`src/rtl/wishbone_ctrl_stream_pkg.sv`:
```
// wishbone_ctrl_stream_pkg -- shared types and constants for the byte-stream
// to Wishbone bridge.
//   state_e        : command parser / bus sequencer states
//   REPLY_*        : fixed reply bytes returned on the tx stream
//   word_byte()    : selects one byte lane of a (zero-extended) bus word
package wishbone_ctrl_stream_pkg;

   typedef enum logic [2:0] {
      ST_IDLE,
      ST_COUNT,
      ST_ADDR,
      ST_WDATA,
      ST_WAIT,
      ST_RDATA
   } state_e;

   localparam logic [7:0] REPLY_IDLE    = 8'h00;  // idle / busy / filler
   localparam logic [7:0] REPLY_ACK     = 8'hFF;  // word acknowledged
   localparam logic [7:0] REPLY_TIMEOUT = 8'hEE;  // bus cycle abandoned

   function automatic logic [7:0] word_byte(input logic [31:0] word,
                                            input logic [1:0]  idx);
      return word[8*idx +: 8];
   endfunction

endpackage

```
`src/rtl/wishbone_ctrl_stream_timeout.sv`:
```
// wishbone_ctrl_stream_timeout -- ack wait watchdog.
// Counts the cycles wb_stb has been high; the count restarts on every rising
// edge of stb and expire_o pulses on the TIMEOUT_CYCLES-th cycle of a strobe.
// Only present when WISHBONE_CTRL_STREAM_TIMEOUT_EN is defined.
// Ports:
//   clk_i    : system clock
//   rst_ni   : asynchronous active-low reset
//   stb_i    : Wishbone strobe being watched
//   expire_o : single-cycle pulse, ack did not arrive in time
`ifdef WISHBONE_CTRL_STREAM_TIMEOUT_EN
module wishbone_ctrl_stream_timeout #(
   parameter int TIMEOUT_CYCLES = 1024
) (
   input  logic clk_i,
   input  logic rst_ni,
   input  logic stb_i,
   output logic expire_o
);
   localparam int CW = $clog2(TIMEOUT_CYCLES + 1);

   logic [CW-1:0] cnt_q, cnt_d, cur;
   logic          stb_q;
   logic          rise;

   assign rise     = stb_i & ~stb_q;
   // on the rising cycle the stale count of the previous strobe is ignored
   assign cur      = rise ? '0 : cnt_q;
   assign expire_o = stb_i && (cur == CW'(TIMEOUT_CYCLES - 1));

   always_comb begin
      cnt_d = cnt_q;
      if (stb_i && (cur != CW'(TIMEOUT_CYCLES))) cnt_d = cur + 1'b1;
   end

   always_ff @(posedge clk_i or negedge rst_ni) begin
      if (!rst_ni) begin
         cnt_q <= '0;
         stb_q <= 1'b0;
      end else begin
         cnt_q <= cnt_d;
         stb_q <= stb_i;
      end
   end
endmodule
`endif

```
`src/rtl/wishbone_ctrl_stream.sv`:
```
// wishbone_ctrl_stream -- byte-stream command interface driving a Wishbone
// master. Every received byte yields exactly one reply byte one cycle later.
// Frame: header {WE, INC, 2'b00, SEL[3:0]}, count N (N+1 words), ADR_BYTES
// address bytes MSB first, then write data (LSB first) or dummy bytes that
// clock out read data (0xFF marks the ack, then data bytes LSB first).
// Ports:
//   clk, rst_n            : clock, asynchronous active-low reset
//   rx_data, rx_stb       : received byte and its one-cycle strobe
//   tx_data, tx_stb       : reply byte and its one-cycle strobe
//   wb_cyc .. wb_ack      : Wishbone master port
// Build option: WISHBONE_CTRL_STREAM_TIMEOUT_EN bounds the ack wait to
// TIMEOUT_CYCLES; without it the wait is unbounded and no timer exists.
module wishbone_ctrl_stream
   import wishbone_ctrl_stream_pkg::*;
#(
   parameter int DATA_BYTES     = 4,
   parameter int ADR_BYTES      = 1,
   parameter int TIMEOUT_CYCLES = 1024
) (
   input  logic                    clk,
   input  logic                    rst_n,
   input  logic [7:0]              rx_data,
   input  logic                    rx_stb,
   output logic [7:0]              tx_data,
   output logic                    tx_stb,
   output logic                    wb_cyc,
   output logic                    wb_stb,
   output logic                    wb_we,
   output logic [DATA_BYTES-1:0]   wb_sel,
   output logic [8*ADR_BYTES-1:0]  wb_adr,
   output logic [8*DATA_BYTES-1:0] wb_dat_o,
   input  logic [8*DATA_BYTES-1:0] wb_dat_i,
   input  logic                    wb_ack
);
   localparam int         AW        = 8 * ADR_BYTES;
   localparam int         DW        = 8 * DATA_BYTES;
   localparam logic [1:0] LAST_BYTE = 2'(DATA_BYTES - 1);
   localparam logic       LAST_ADR  = 1'(ADR_BYTES - 1);

   state_e                state_q, state_d;
   logic [7:0]            tx_data_q, tx_data_d, reply;
   logic                  tx_stb_q;
   logic                  cyc_q, cyc_d, stb_q, stb_d, we_q, we_d, inc_q, inc_d;
   logic [DATA_BYTES-1:0] sel_q, sel_d;
   logic [AW-1:0]         adr_q, adr_d;
   logic [DW-1:0]         dat_q, dat_d, rdat_q, rdat_d;
   logic [7:0]            cnt_q, cnt_d;
   logic [1:0]            bidx_q, bidx_d;
   logic                  abyte_q, abyte_d;
   logic                  ack_q, ack_d, to_q, to_d;
   logic                  expire, last_byte, last_adr, last_word;

`ifdef WISHBONE_CTRL_STREAM_TIMEOUT_EN
   wishbone_ctrl_stream_timeout #(
      .TIMEOUT_CYCLES(TIMEOUT_CYCLES)
   ) u_timeout (
      .clk_i   (clk),
      .rst_ni  (rst_n),
      .stb_i   (stb_q),
      .expire_o(expire)
   );
`else
   // never fires; the limit only matters when the timer is built
   assign expire = (TIMEOUT_CYCLES < 0);
`endif

   assign last_byte = (bidx_q == LAST_BYTE);
   assign last_adr  = (abyte_q == LAST_ADR);
   assign last_word = (cnt_q == 8'd0);

   always_ff @(posedge clk or negedge rst_n) begin
      if (!rst_n) state_q <= ST_IDLE;
      else        state_q <= state_d;
   end

   always_comb begin
      state_d = state_q;
      if (rx_stb) begin
         case (state_q)
            ST_IDLE:  if (rx_data != 8'h00) state_d = ST_COUNT;
            ST_COUNT: state_d = ST_ADDR;
            ST_ADDR:  if (last_adr) begin
                         if (we_q) state_d = ST_WDATA;
                         else      state_d = ST_WAIT;
                      end
            ST_WDATA: if (last_byte) state_d = ST_WAIT;
            ST_WAIT:  if (ack_q) begin
                         if (!we_q)         state_d = ST_RDATA;
                         else if (last_word) state_d = ST_IDLE;
                         else               state_d = ST_WDATA;
                      end else if (to_q) begin
                         state_d = ST_IDLE;
                      end
            ST_RDATA: if (last_byte) begin
                         if (last_word) state_d = ST_IDLE;
                         else           state_d = ST_WAIT;
                      end
            default:  state_d = ST_IDLE;
         endcase
      end
   end

   always_comb begin
      cyc_d   = cyc_q;   stb_d  = stb_q;  we_d   = we_q;   inc_d  = inc_q;
      sel_d   = sel_q;   adr_d  = adr_q;  dat_d  = dat_q;  rdat_d = rdat_q;
      cnt_d   = cnt_q;   bidx_d = bidx_q; abyte_d = abyte_q;
      ack_d   = ack_q;   to_d   = to_q;
      reply   = REPLY_IDLE;

      // Bus side runs independently of the rx stream; the ack is only
      // remembered here and reported on the next rx byte.
      if (stb_q && wb_ack) begin
         ack_d  = 1'b1;
         stb_d  = 1'b0;
         rdat_d = wb_dat_i;
      end else if (expire) begin
         stb_d = 1'b0;
         cyc_d = 1'b0;
         to_d  = 1'b1;
      end

      if (rx_stb) begin
         case (state_q)
            ST_IDLE: if (rx_data != 8'h00) begin
               we_d    = rx_data[7];
               inc_d   = rx_data[6];
               sel_d   = rx_data[DATA_BYTES-1:0];
               abyte_d = 1'b0;
            end
            ST_COUNT: cnt_d = rx_data;
            ST_ADDR: begin
               adr_d   = (adr_q << 8) | AW'(rx_data);
               abyte_d = abyte_q + 1'b1;
               bidx_d  = 2'd0;
               if (last_adr && !we_q) begin
                  cyc_d = 1'b1;
                  stb_d = 1'b1;
               end
            end
            ST_WDATA: begin
               dat_d[8*bidx_q +: 8] = rx_data;
               bidx_d = bidx_q + 2'd1;
               if (last_byte) begin
                  bidx_d = 2'd0;
                  cyc_d  = 1'b1;
                  stb_d  = 1'b1;
               end
            end
            ST_WAIT: if (ack_q) begin
               reply  = REPLY_ACK;
               ack_d  = 1'b0;
               bidx_d = 2'd0;
               if (we_q) begin
                  if (last_word) begin
                     cyc_d = 1'b0;
                  end else begin
                     cnt_d = cnt_q - 8'd1;
                     if (inc_q) adr_d = adr_q + AW'(1);
                  end
               end
            end else if (to_q) begin
               reply = REPLY_TIMEOUT;
               to_d  = 1'b0;
            end
            ST_RDATA: begin
               reply  = word_byte(32'(rdat_q), bidx_q);
               bidx_d = bidx_q + 2'd1;
               if (last_byte) begin
                  bidx_d = 2'd0;
                  if (last_word) begin
                     cyc_d = 1'b0;
                  end else begin
                     cnt_d = cnt_q - 8'd1;
                     if (inc_q) adr_d = adr_q + AW'(1);
                     stb_d = 1'b1;
                  end
               end
            end
            default: ;
         endcase
      end

      tx_data_d = rx_stb ? reply : tx_data_q;
   end

   always_ff @(posedge clk or negedge rst_n) begin
      if (!rst_n) begin
         tx_data_q <= '0;  tx_stb_q <= 1'b0;
         cyc_q     <= 1'b0; stb_q   <= 1'b0; we_q   <= 1'b0; inc_q <= 1'b0;
         sel_q     <= '0;  adr_q    <= '0;   dat_q  <= '0;   rdat_q <= '0;
         cnt_q     <= '0;  bidx_q   <= '0;   abyte_q <= 1'b0;
         ack_q     <= 1'b0; to_q    <= 1'b0;
      end else begin
         tx_data_q <= tx_data_d; tx_stb_q <= rx_stb;
         cyc_q     <= cyc_d;  stb_q  <= stb_d;  we_q   <= we_d;   inc_q <= inc_d;
         sel_q     <= sel_d;  adr_q  <= adr_d;  dat_q  <= dat_d;  rdat_q <= rdat_d;
         cnt_q     <= cnt_d;  bidx_q <= bidx_d; abyte_q <= abyte_d;
         ack_q     <= ack_d;  to_q   <= to_d;
      end
   end

   assign tx_data  = tx_data_q;
   assign tx_stb   = tx_stb_q;
   assign wb_cyc   = cyc_q;
   assign wb_stb   = stb_q;
   assign wb_we    = we_q;
   assign wb_sel   = sel_q;
   assign wb_adr   = adr_q;
   assign wb_dat_o = dat_q;
endmodule
```
`config.mk`:
```
export PLATFORM = sky130hd
export DESIGN_NAME = wishbone_ctrl_stream
export DESIGN_NICKNAME = d
export VERILOG_FILES = /design/src/rtl/wishbone_ctrl_stream_pkg.sv /design/src/rtl/wishbone_ctrl_stream_timeout.sv /design/src/rtl/wishbone_ctrl_stream.sv
export SDC_FILE = /design/constraint.sdc
export NUM_CORES = 1
export LEC_CHECK = 0
export BUFFER_PORTS_ARGS = -buffer_cell sky130_fd_sc_hd__buf_2
export CORE_ASPECT_RATIO = 2
export CORE_MARGIN = 5
export CORE_UTILIZATION = 45
export DETAILED_ROUTE_END_ITERATION = 16
export MAX_ROUTING_LAYER = met4
export PLACE_DENSITY_LB_ADDON = 0.15
export SLEW_MARGIN = 10
export SYNTH_ARGS = -nofsm -noshare
export SYNTH_HDL_FRONTEND = slang
export SYNTH_SLANG_ARGS = --single-unit
```
`constraint.sdc`:
```
create_clock -name clk -period 2.2 [get_ports clk]
set_input_delay 0.22 -clock clk [delete_from_list [all_inputs] [get_ports clk]]
set_output_delay 0.22 -clock clk [all_outputs]
set_load 0.02 [all_outputs]
```
==> impl_metrics.csv <==
group,metric,value,unit
run_status,status,"finished, final reports clean",
die,dieArea,13430,um2
synthesis,synth_ff_type,"dfrtp_1",
sta,fmax,505.3,MHz
synthesis,yosysSeqAreaShare,0.5214,
route,routed_via_density,5.430,
die,die_h,158.9,um
grt,grt_pass1_wl,20.74,mm
setup_path,crit_required,2.48,ns
grt,use_met3,0.03004,
final_layout,design_area,5997,um2
power,internal_power,4.989,mW
sta,finClkSkew,0.005897,ns
sta,finalSetupTns,0,ns
synthesis,synth.distinct_cells,51,
synthesis,async_flop_share,1.000,
power,switching_share,0.3770,
sta,slew_headroom,0.6659,
sta,rsz0062_at_grt,"no",
synthesis,synth_seq_cells,104,
synthesis,syn_area,4991,um2
die,die_x,84.47,um
sta,min_period_over_period,0.8996,
grt,gr-usage-all-layers,0.1990,
power,power_frac_comb,0.391,
grt,antenna_found_initial,0,
grt,busiest_layer,"met2",
final_layout,drive_above_1_share,0.3139,
route,finalWirelength,12.59,mm
synthesis,avgSynthCellArea,10.38,um2
final_layout,diodes,0,
sta,worst_hold_slack,0.09822,ns
cts,cts_tree,"built",
setup_path,arrival,2.26,ns
cts,cts_buffers,9,
die,start_util,0.4588,
grt,first_global_vias,4092,
power,p_leak,2.769,nW
final_layout,layout_commonest_cell,"dfrtp_1",
placement,place_area,5663,um2
power,p_switching,3.019,mW
cts,hold_buffers,1,
cts,insertion_delay,0.34,ns
cts,cts_root_buffer,"clkbuf_16",
hold_path,min_path_type,"input pin to flop",
sta,tightest_slew,0.5011,ns
hold_path,holdPathStages,2,
placement,dp_hpwl,9.388,mm
grt,met2_usage,0.3353,
route,drt_iter0_markers,198,
route,drc,0,
route,dr_total_vias,3926,
power,vdd_ir_drop_max,831.6,uV
cts,cts_sinks,104,
grt,gr-total-overflow,0,
sta,setup-violations-final,0,
grt,use_met1,0.2327,
power,cellPowerDensity,1335,nW/um2
sta,finalCriticalPeriod,1.979,ns
setup_path,cp_max_fo,34,
die,rows,54,
flow_run,cap_violations,0,
synthesis,synth_edf_count,0,
route,wl_per_cell,17.41,um
cts,htreeDepth,3,
cts,cts_repair_resize_count,0,
setup_path,critPathKind,"flop to flop",
power,clockPowerShare,0.216,
grt,grt_max_degree,90,
synthesis,synth_fp_nets,534,
final_layout,final_cell_mix,"104 x dfrtp_1, 98 x buf_2, 87 x nand2_1",
setup_path,r2r-end,"wb_adr[0]",
die,core,10880,um2
power,pwr-share-seq,0.392,
setup_path,regToRegStartpoint,"state_q[2]",
setup_path,end_kind,"flop",
sta,drv_slew,0,
placement,place_congestion,0.8973,
setup_path,reg2reg_depth,5,
sta,hold_violations,0,
cts,cts_max_path_buffers,2,
final_layout,syn_to_final_growth,20.16,%
route,drtPass1Iterations,4,
synthesis,syn-instance-count,481,
final_layout,layout.nets,631,
synthesis,yosys_warnings,0,
route,postRouteAntennaNets,0,
cts,clkTransAtPathRegs,0.07,ns
placement,portBuffers,99,
die,ios,100,
final_layout,final_util,0.5513,
cts,post_cts_buffers,0,
setup_path,critical_path.endpoint,"wb_adr[0]",
setup_path,critPathLaunch,"state_q[2]",
setup_path,ff2ff_setup_slack,0.22,ns
setup_path,startpoint_type,"flop",
-- cell families (layout without fill, tap and decap cells) --
| group | count (synthesis) | count (layout) | share of synthesized area |
|---|---|---|---|
| AOI/OAI and AO/OA | 130 | 130 | 0.1524 |
| adders and majority gates | 9 | 9 | 0.02256 |
| buffers and inverters | 42 | 144 | 0.03660 |
| DFF | 104 | 104 | 0.5214 |
| muxes | 49 | 49 | 0.1286 |
| and+or+nand+nor | 147 | 147 | 0.1384 |
-- flip-flops by register name, summed over array words and instances, names as in the netlist, 2 cells and up --
name	flops
bidx_q	2
cnt_q	8
rdat_q	32
state_q	3
tx_data	8
wb_adr	8
wb_dat_o	32
wb_sel	4
-- synthesized netlist by cell type (all sizes together) (3+ instances only) --
| master | instances | area (um2) |
|---|---|---|
| nand2 | 87 | 326.6 |
| o22ai | 5 | 31.28 |
| mux2 | 41 | 461.7 |
| a22oi | 5 | 37.54 |
| nor2 | 20 | 93.84 |
| o21ai | 63 | 319.1 |
| buf | 13 | 73.82 |
| nor2b | 4 | 25.02 |
| inv | 11 | 41.29 |
| nor4 | 6 | 52.55 |
| a21o | 3 | 22.52 |
| ha | 9 | 112.6 |
| dfrtp | 104 | 2603 |
| a21oi | 33 | 165.2 |
| mux4 | 8 | 180.2 |
| and3 | 3 | 18.77 |
| a31oi | 5 | 46.29 |
| nand3 | 6 | 30.03 |
| and2 | 3 | 18.77 |
| nor3b | 4 | 30.03 |
| nor3 | 5 | 25.02 |
| clkbuf | 18 | 67.56 |
-- final cells by class --
class	instances	area, um2
clock buffers	9	225.2
clock inverters	7	98.84
fillers	998	4881
inverters	11	41.29
multi-input cells	335	2206
flip-flops and latches	104	2603
well taps	140	175.2
repair buffers	117	648.1
-- how the worst min path moves through the flow --
stage                  from    endpoint  slack, ns
6_report       wb_dat_i[31]  rdat_q[31]        0.1
5_1_grt        wb_dat_i[27]  rdat_q[27]       0.08
4_1_cts        wb_dat_i[19]  rdat_q[19]       0.09
3_5_place_dp          rst_n   rdat_q[1]        0.1
3_3_place_gp          rst_n   rdat_q[1]       0.09
2_1_floorplan         rst_n     abyte_q      -0.08
-- stage by stage --
| stage | total power [mW] | instances | setup slack (ns) |
|---|---|---|---|
| after detailed placement | 6.334 | 706 | 0.2265 |
| after global routing | 8.582 | 723 | 0.1124 |
| final | 8.008 | 723 | 0.2210 |
| after floorplan | 5.313 | 481 | 0.1627 |
| after global placement | 6.247 | 706 | 0.2380 |
| after CTS | 8.094 | 723 | 0.2066 |
-- power groups by stage --
| stage | clock (mW) | combinational (mW) | sequential (mW) |
|---|---|---|---|
| final | 1.73 | 3.13 | 3.14 |
| after global routing | 1.87 | 3.48 | 3.23 |
| after CTS | 1.78 | 3.18 | 3.14 |
| after detailed placement | 0 | 3.16 | 3.17 |
| after global placement | 0 | 3.10 | 3.15 |
| after floorplan | 0 | 2.05 | 3.26 |
-- critical path: stages (launching register included) --
cell and delay [ns]:
dfrtp_1 0.58, or2b_4 0.46, nor2_8 0.18, a31oi_4 0.13, or4_1 0.48, nand3_1 0.08
-- metal layers --
layer | share of wire | vias to the layer above | wire length (um)
met1 | 0.40 | 1895 | 4985
met3 | 0.037 | 26 | 466
met2 | 0.54 | 113 | 6738
met5 | 0 | - | 0
li1 | - | 1892 | -
met4 | 0.031 | 0 | 395
(Power assumes the default switching activity.)
